$ cat src/rtl/fpu_result_writeback.sv
// fpu_result_writeback
//   Buffers 64-bit FPU results with their destination word address in a small
//   FIFO and drains them into the result memory over a req/ack write port.
//   Also keeps sticky IEEE-754 class flags (NaN/Inf/Zero) and a wrapping count
//   of committed writes.
//
// Ports
//   clk_i          system clock, all state on posedge
//   rst_ni         synchronous active-low reset
//   in_valid_i     result present on in_result_i / in_addr_i
//   in_ready_o     FIFO has a free slot (registered state only)
//   in_result_i    IEEE-754 double from the fpu
//   in_addr_i      destination word address
//   wr_req_o       write request to result memory
//   wr_ack_i       memory took the write (pulse or level)
//   wr_addr_o      write address, stable while wr_req_o=1
//   wr_data_o      write data, stable while wr_req_o=1
//   flag_clr_i     clear sticky flags
//   flag_nan_o     sticky: NaN accepted
//   flag_inf_o     sticky: infinity accepted
//   flag_zero_o    sticky: +/-0 accepted
//   fifo_count_o   FIFO occupancy
//   wr_count_o     committed writes, wraps modulo 2^CW
//   busy_o         FIFO non-empty or write in flight
module fpu_result_writeback #(
    parameter int unsigned DEPTH = 4,
    parameter int unsigned AW    = 13,
    parameter int unsigned CW    = 16
) (
    input  logic                     clk_i,
    input  logic                     rst_ni,
    input  logic                     in_valid_i,
    output logic                     in_ready_o,
    input  logic [63:0]              in_result_i,
    input  logic [AW-1:0]            in_addr_i,
    output logic                     wr_req_o,
    input  logic                     wr_ack_i,
    output logic [AW-1:0]            wr_addr_o,
    output logic [63:0]              wr_data_o,
    input  logic                     flag_clr_i,
    output logic                     flag_nan_o,
    output logic                     flag_inf_o,
    output logic                     flag_zero_o,
    output logic [$clog2(DEPTH):0]   fifo_count_o,
    output logic [CW-1:0]            wr_count_o,
    output logic                     busy_o
);

    localparam int unsigned PtrW = $clog2(DEPTH);
    localparam int unsigned CntW = PtrW + 1;

    typedef enum logic [0:0] {StIdle, StReq} state_e;

    state_e             state_q, state_d;
    logic [PtrW-1:0]    wptr_q, wptr_d;
    logic [PtrW-1:0]    rptr_q, rptr_d;
    logic [CntW-1:0]    count_q, count_d;
    logic               wr_req_q, wr_req_d;
    logic [AW-1:0]      wr_addr_q, wr_addr_d;
    logic [63:0]        wr_data_q, wr_data_d;
    logic               nan_q, nan_d;
    logic               inf_q, inf_d;
    logic               zero_q, zero_d;
    logic [CW-1:0]      wcnt_q, wcnt_d;

    logic [63:0]        data_mem [DEPTH];
    logic [AW-1:0]      addr_mem [DEPTH];

    logic               push;
    logic               pop;
    logic [PtrW-1:0]    rptr_nxt;
    logic [10:0]        in_exp;
    logic [51:0]        in_frac;
    logic               is_nan;
    logic               is_inf;
    logic               is_zero;

    // Readiness depends only on registered occupancy, never on wr_ack_i.
    assign in_ready_o = (count_q != CntW'(DEPTH));
    assign push       = in_valid_i && in_ready_o;
    assign rptr_nxt   = rptr_q + PtrW'(1);

    assign in_exp  = in_result_i[62:52];
    assign in_frac = in_result_i[51:0];
    assign is_nan  = (in_exp == 11'h7FF) && (in_frac != 52'd0);
    assign is_inf  = (in_exp == 11'h7FF) && (in_frac == 52'd0);
    assign is_zero = (in_exp == 11'h000) && (in_frac == 52'd0);

    // Write FSM: the head stays in the FIFO until acked, so the memory port
    // always shows a stable, already-stored entry.
    always_comb begin
        state_d   = state_q;
        wr_req_d  = wr_req_q;
        wr_addr_d = wr_addr_q;
        wr_data_d = wr_data_q;
        pop       = 1'b0;
        unique case (state_q)
            StIdle: begin
                if (count_q != '0) begin
                    wr_addr_d = addr_mem[rptr_q];
                    wr_data_d = data_mem[rptr_q];
                    wr_req_d  = 1'b1;
                    state_d   = StReq;
                end
            end
            StReq: begin
                if (wr_ack_i) begin
                    pop = 1'b1;
                    if (count_q > CntW'(1)) begin
                        // Back-to-back: present the next entry immediately.
                        wr_addr_d = addr_mem[rptr_nxt];
                        wr_data_d = data_mem[rptr_nxt];
                    end else begin
                        wr_req_d = 1'b0;
                        state_d  = StIdle;
                    end
                end
            end
            default: begin
                state_d  = StIdle;
                wr_req_d = 1'b0;
            end
        endcase
    end

    always_comb begin
        wptr_d  = push ? wptr_q + PtrW'(1) : wptr_q;
        rptr_d  = pop ? rptr_nxt : rptr_q;
        count_d = count_q;
        unique case ({push, pop})
            2'b10:   count_d = count_q + CntW'(1);
            2'b01:   count_d = count_q - CntW'(1);
            default: count_d = count_q;
        endcase
        wcnt_d = pop ? wcnt_q + CW'(1) : wcnt_q;
        // A flagged push beats a simultaneous clear.
        nan_d  = (nan_q  && !flag_clr_i) || (push && is_nan);
        inf_d  = (inf_q  && !flag_clr_i) || (push && is_inf);
        zero_d = (zero_q && !flag_clr_i) || (push && is_zero);
    end

    always_ff @(posedge clk_i) begin
        if (!rst_ni) begin
            state_q   <= StIdle;
            wptr_q    <= '0;
            rptr_q    <= '0;
            count_q   <= '0;
            wr_req_q  <= 1'b0;
            wr_addr_q <= '0;
            wr_data_q <= '0;
            nan_q     <= 1'b0;
            inf_q     <= 1'b0;
            zero_q    <= 1'b0;
            wcnt_q    <= '0;
        end else begin
            state_q   <= state_d;
            wptr_q    <= wptr_d;
            rptr_q    <= rptr_d;
            count_q   <= count_d;
            wr_req_q  <= wr_req_d;
            wr_addr_q <= wr_addr_d;
            wr_data_q <= wr_data_d;
            nan_q     <= nan_d;
            inf_q     <= inf_d;
            zero_q    <= zero_d;
            wcnt_q    <= wcnt_d;
        end
    end

    // Storage needs no reset; validity is tracked by the pointers.
    always_ff @(posedge clk_i) begin
        if (rst_ni && push) begin
            data_mem[wptr_q] <= in_result_i;
            addr_mem[wptr_q] <= in_addr_i;
        end
    end

    assign wr_req_o     = wr_req_q;
    assign wr_addr_o    = wr_addr_q;
    assign wr_data_o    = wr_data_q;
    assign flag_nan_o   = nan_q;
    assign flag_inf_o   = inf_q;
    assign flag_zero_o  = zero_q;
    assign fifo_count_o = count_q;
    assign wr_count_o   = wcnt_q;
    assign busy_o       = (count_q != '0) || wr_req_q;

endmodule
$ cat config.mk
export PLATFORM = sky130hd
export DESIGN_NAME = fpu_result_writeback
export DESIGN_NICKNAME = d
export VERILOG_FILES = /design/src/rtl/fpu_result_writeback.sv
export SDC_FILE = /design/constraint.sdc
export NUM_CORES = 1
export LEC_CHECK = 0
export CAP_MARGIN = 20
export CELL_PAD_IN_SITES_DETAIL_PLACEMENT = 2
export CELL_PAD_IN_SITES_GLOBAL_PLACEMENT = 2
export CORE_AREA = 2 2 216 218
export CTS_CLUSTER_DIAMETER = 30
export DETAILED_ROUTE_END_ITERATION = 16
export DIE_AREA = 0 0 218 220
export PLACE_DENSITY_LB_ADDON = 0.1
export SYNTH_ARGS = -nofsm -noshare
export SYNTH_HDL_FRONTEND = slang
export SYNTH_SLANG_ARGS = --single-unit
$ cat constraint.sdc
create_clock -name clk_i -period 3.78 [get_ports clk_i]
set_input_delay 1.134 -clock clk_i [delete_from_list [all_inputs] [get_ports clk_i]]
set_output_delay 1.134 -clock clk_i [all_outputs]
set_load 0.01 [all_outputs]
==> results.md <==
* Status: finished, final reports clean
* Fraction of layout cells with a size suffix above 1 at 29.2%
* Routability congestion estimate at 0.707
* Max Cap Viol at 0
* CTS Buffer Depth at 3
* Starting Density at 38.3%
* CTS H-tree depth at 3
* Max incr delay on CP at 0.49 ns
* Syn Inst Count at 942
* Syn avg cell area at 18.7 µm²
* Max Slew Vio Count at 0
* Hold WC Path Type: reg -> reg
* Antenna violations before repair at 4
* Worst path cell trace: inv_1, ha_1, inv_1, or3_1, clkdlybuf4s50_1
* Post-route ant nets at 0
* IO buf count at 183
* Critical Path Fanout Max at 4
* Global route hottest layer: met2
* P_leak at 7.87 nW
* Synth Register Bits at 415
* Cell area after synthesis at 17600 µm²
* Drt total wl at 50700 µm
* Wirelength per Cell at 26.8 µm
* Largest net degree at the start of global routing at 55
* Worst Max-Slew Pin Slew at 0.806 ns
* Nets at 1289
* Post-synthesis net count at 1034
* Met2 GRT Util at 36.9%
* Cell mode on critical path: inv_1
* Final Util at 52.3%
* Slew HR at 46.3%
* Kind of critical path: reg -> out
* Die X at 218 µm
* CTS Sinks at 415
* First-pass GRT wire length at 77100 µm
* HPWL Detailed at 29400 µm
* Vias in the first global route at 12200
* Via count at 10500
* GRT Overall Usage at 21.6%
* Final Setup Violations at 0
* Post-synth cell types at 36
* Critical path's slowest cell: clkdlybuf4s50_1
* Final Critical Period at 3.34 ns
* Top delay family on crit path: buffers and inverters
* Critical Path Start Type: flop
* Pwr per Cell Area at 769 nW/µm²
* WP data required at 2.65 ns
* Setup repair after global routing missed its margin: false
* 1st-iter DRT viols at 598
* Fin. Hold Viols at 0
* Global route overflow at 0
* TritonRoute pass-1 iters at 4
* Warnings from Yosys at 0
* Die area at 48000 µm²
* Total power draw at 18.4 mW
* CTS Buf Count at 99
* Layout overhead on the synthesized area at 36.5%
* PostCTS Resize Cnt at 0
* Worst-Skew Late Latency at 0.62 ns
* CP bufs+invs at 3
* Filler cells at 4027
* Rows at 79
* TritonCTS clock tree: yes
* Worst Clk Skew at 0.0296 ns
* Crit end category: primary output
* Drc violations at 0
* Met3 Usage GRT at 4.84%
* Fin Setup TNS at 0 ns
* F_max at 299 MHz
* Critical Path AT at 2.21 ns
* GRT met1 Usage at 27.0%
* Die Height at 220 µm
* Max VDD drop at 349 µV
* Reg clk slew, reported paths at 0.04 ns
* Hold buffers post-CTS at 0
* Post-synthesis sequential area ratio at 64.8%
* Clk root buf: clkbuf_16
* IO Pins at 184
* Via-per-instance ratio at 5.57
* Reg-to-reg slack, setup at 1.38 ns
* Core area at 45900 µm²
* Tcrit/Tclk final at 88.3%
* Post-CTS Setup Bufs at 0
[registers in the layout, indices dropped and copies added, names as in the netlist, 2 cells and up, named ones only]
signal,flops
fifo_count_o,3
wr_addr_o,13
addr_mem,52
wptr_q,2
data_mem,256
wr_data_o,64
wr_count_o,16
rptr_q,2
[per-stage QoR]
stage | worst slack, ns | hold WS [ns] | instance area (µm²) | cells
6_report | 0.441 | 0.459 | 24000 | 1893
3_3_place_gp | 0.246 | 0.443 | 20400 | 1703
2_1_floorplan | 0.721 | 0.469 | 17600 | 942
3_5_place_dp | 0.237 | 0.445 | 20400 | 1703
5_1_grt | 0.299 | 0.469 | 24000 | 1892
4_1_cts | 0.392 | 0.465 | 24000 | 1891
[final timing paths]
path,startpoint,end,cells past startpoint
worst max register to register,fifo_count_o[0],data_mem[0][47],6
worst max-delay path,fifo_count_o[1],busy_o,5
worst min-delay path,wr_addr_o[12],wr_addr_o[12],1
worst min register to register,wr_addr_o[12],wr_addr_o[12],1
[metal layers]
layer / routed length [µm] / part of all wire (%)
met1: 21300 / 42
met2: 25600 / 50
met4: 1250 / 2.5
met3: 2600 / 5.1
met5: 24 / 0.047
[cells in the mapped netlist (all sizes together)]
master / number / area [µm²]
o311a: 1 / 10.0
o2bb2ai: 77 / 674
xor2: 6 / 52.6
a211oi: 1 / 7.51
nand4: 10 / 68.8
nand3: 7 / 35.0
clkbuf: 22 / 82.6
xnor2: 9 / 78.8
ha: 10 / 125
nand2b: 3 / 18.8
nor4: 18 / 119
o21bai: 1 / 7.51
nand2: 20 / 75.1
nor3: 7 / 40.0
a32o: 1 / 10.0
clkinv: 1 / 3.75
dfxtp: 107 / 2140
edfxtp: 308 / 9250
and2: 4 / 25.0
and3: 1 / 6.26
mux2i: 81 / 811
o21ai: 6 / 30.0
or3: 5 / 31.3
a21oi: 8 / 40.0
inv: 10 / 37.5
or4: 1 / 11.3
buf: 43 / 249
or2: 1 / 6.26
mux4: 154 / 3470
nor2: 19 / 71.3
[where the power goes]
part / switching (mW) / leakage [nW] / total (mW) / internal (mW)
Sequential: 0.516 / 3.68 / 5.94 / 5.43
Clock: 2.73 / 1.75 / 9.16 / 6.43
Combinational: 1.57 / 2.44 / 3.34 / 1.77
[worst register-to-register path, stage by stage, from the launching register on]
cell and delay (ns):
dfxtp_1 0.45, inv_1 0.11, ha_1 0.25, nand2_1 0.16, and3_1 0.36, and2_4 0.46
buf_12 0.30
[cells by family (layout without fill, tap and decap cells)]
logic type,Yosys count,in the layout,share of synthesized area (%)
mux,235,235,24.3
xor+xnor,15,15,0.747
simple gates,96,96,2.89
buf+inv,76,418,2.12
fa+ha+maj,10,10,0.711
other cells,0,2,0
compound gates,95,95,4.43
flops,415,415,64.8
[cell usage in the layout (no fill, tap or decap), drive strengths merged, types with 2 or more instances in the layout]
master           n
nor3             7
o2bb2ai         77
xor2             6
inv             18
nor4            18
xnor2            9
and2             4
edfxtp         308
o21ai            6
or3              5
a21oi            8
bufinv          20
buf             36
clkinv          31
mux4           154
diode            2
nand4           10
clkbuf         119
clkinvlp        11
dfxtp          107
nand2b           3
mux2i           81
nor2            19
ha              10
clkdlybuf4s50  183
nand2           20
nand3            7
[area by class of cell]
type,instances,area (µm²),share of cell area (%)
clock inverter,69,937,3.90
timing repair buffer,219,2300,9.59
clock buffer,119,2700,11.2
antenna,2,5.00,0.0209
multi-input combinational,451,5850,24.4
tap,607,759,3.16
sequential,415,11400,47.5
inverter,11,41.3,0.172
Note: power is estimated with default switching activity, not from simulation.
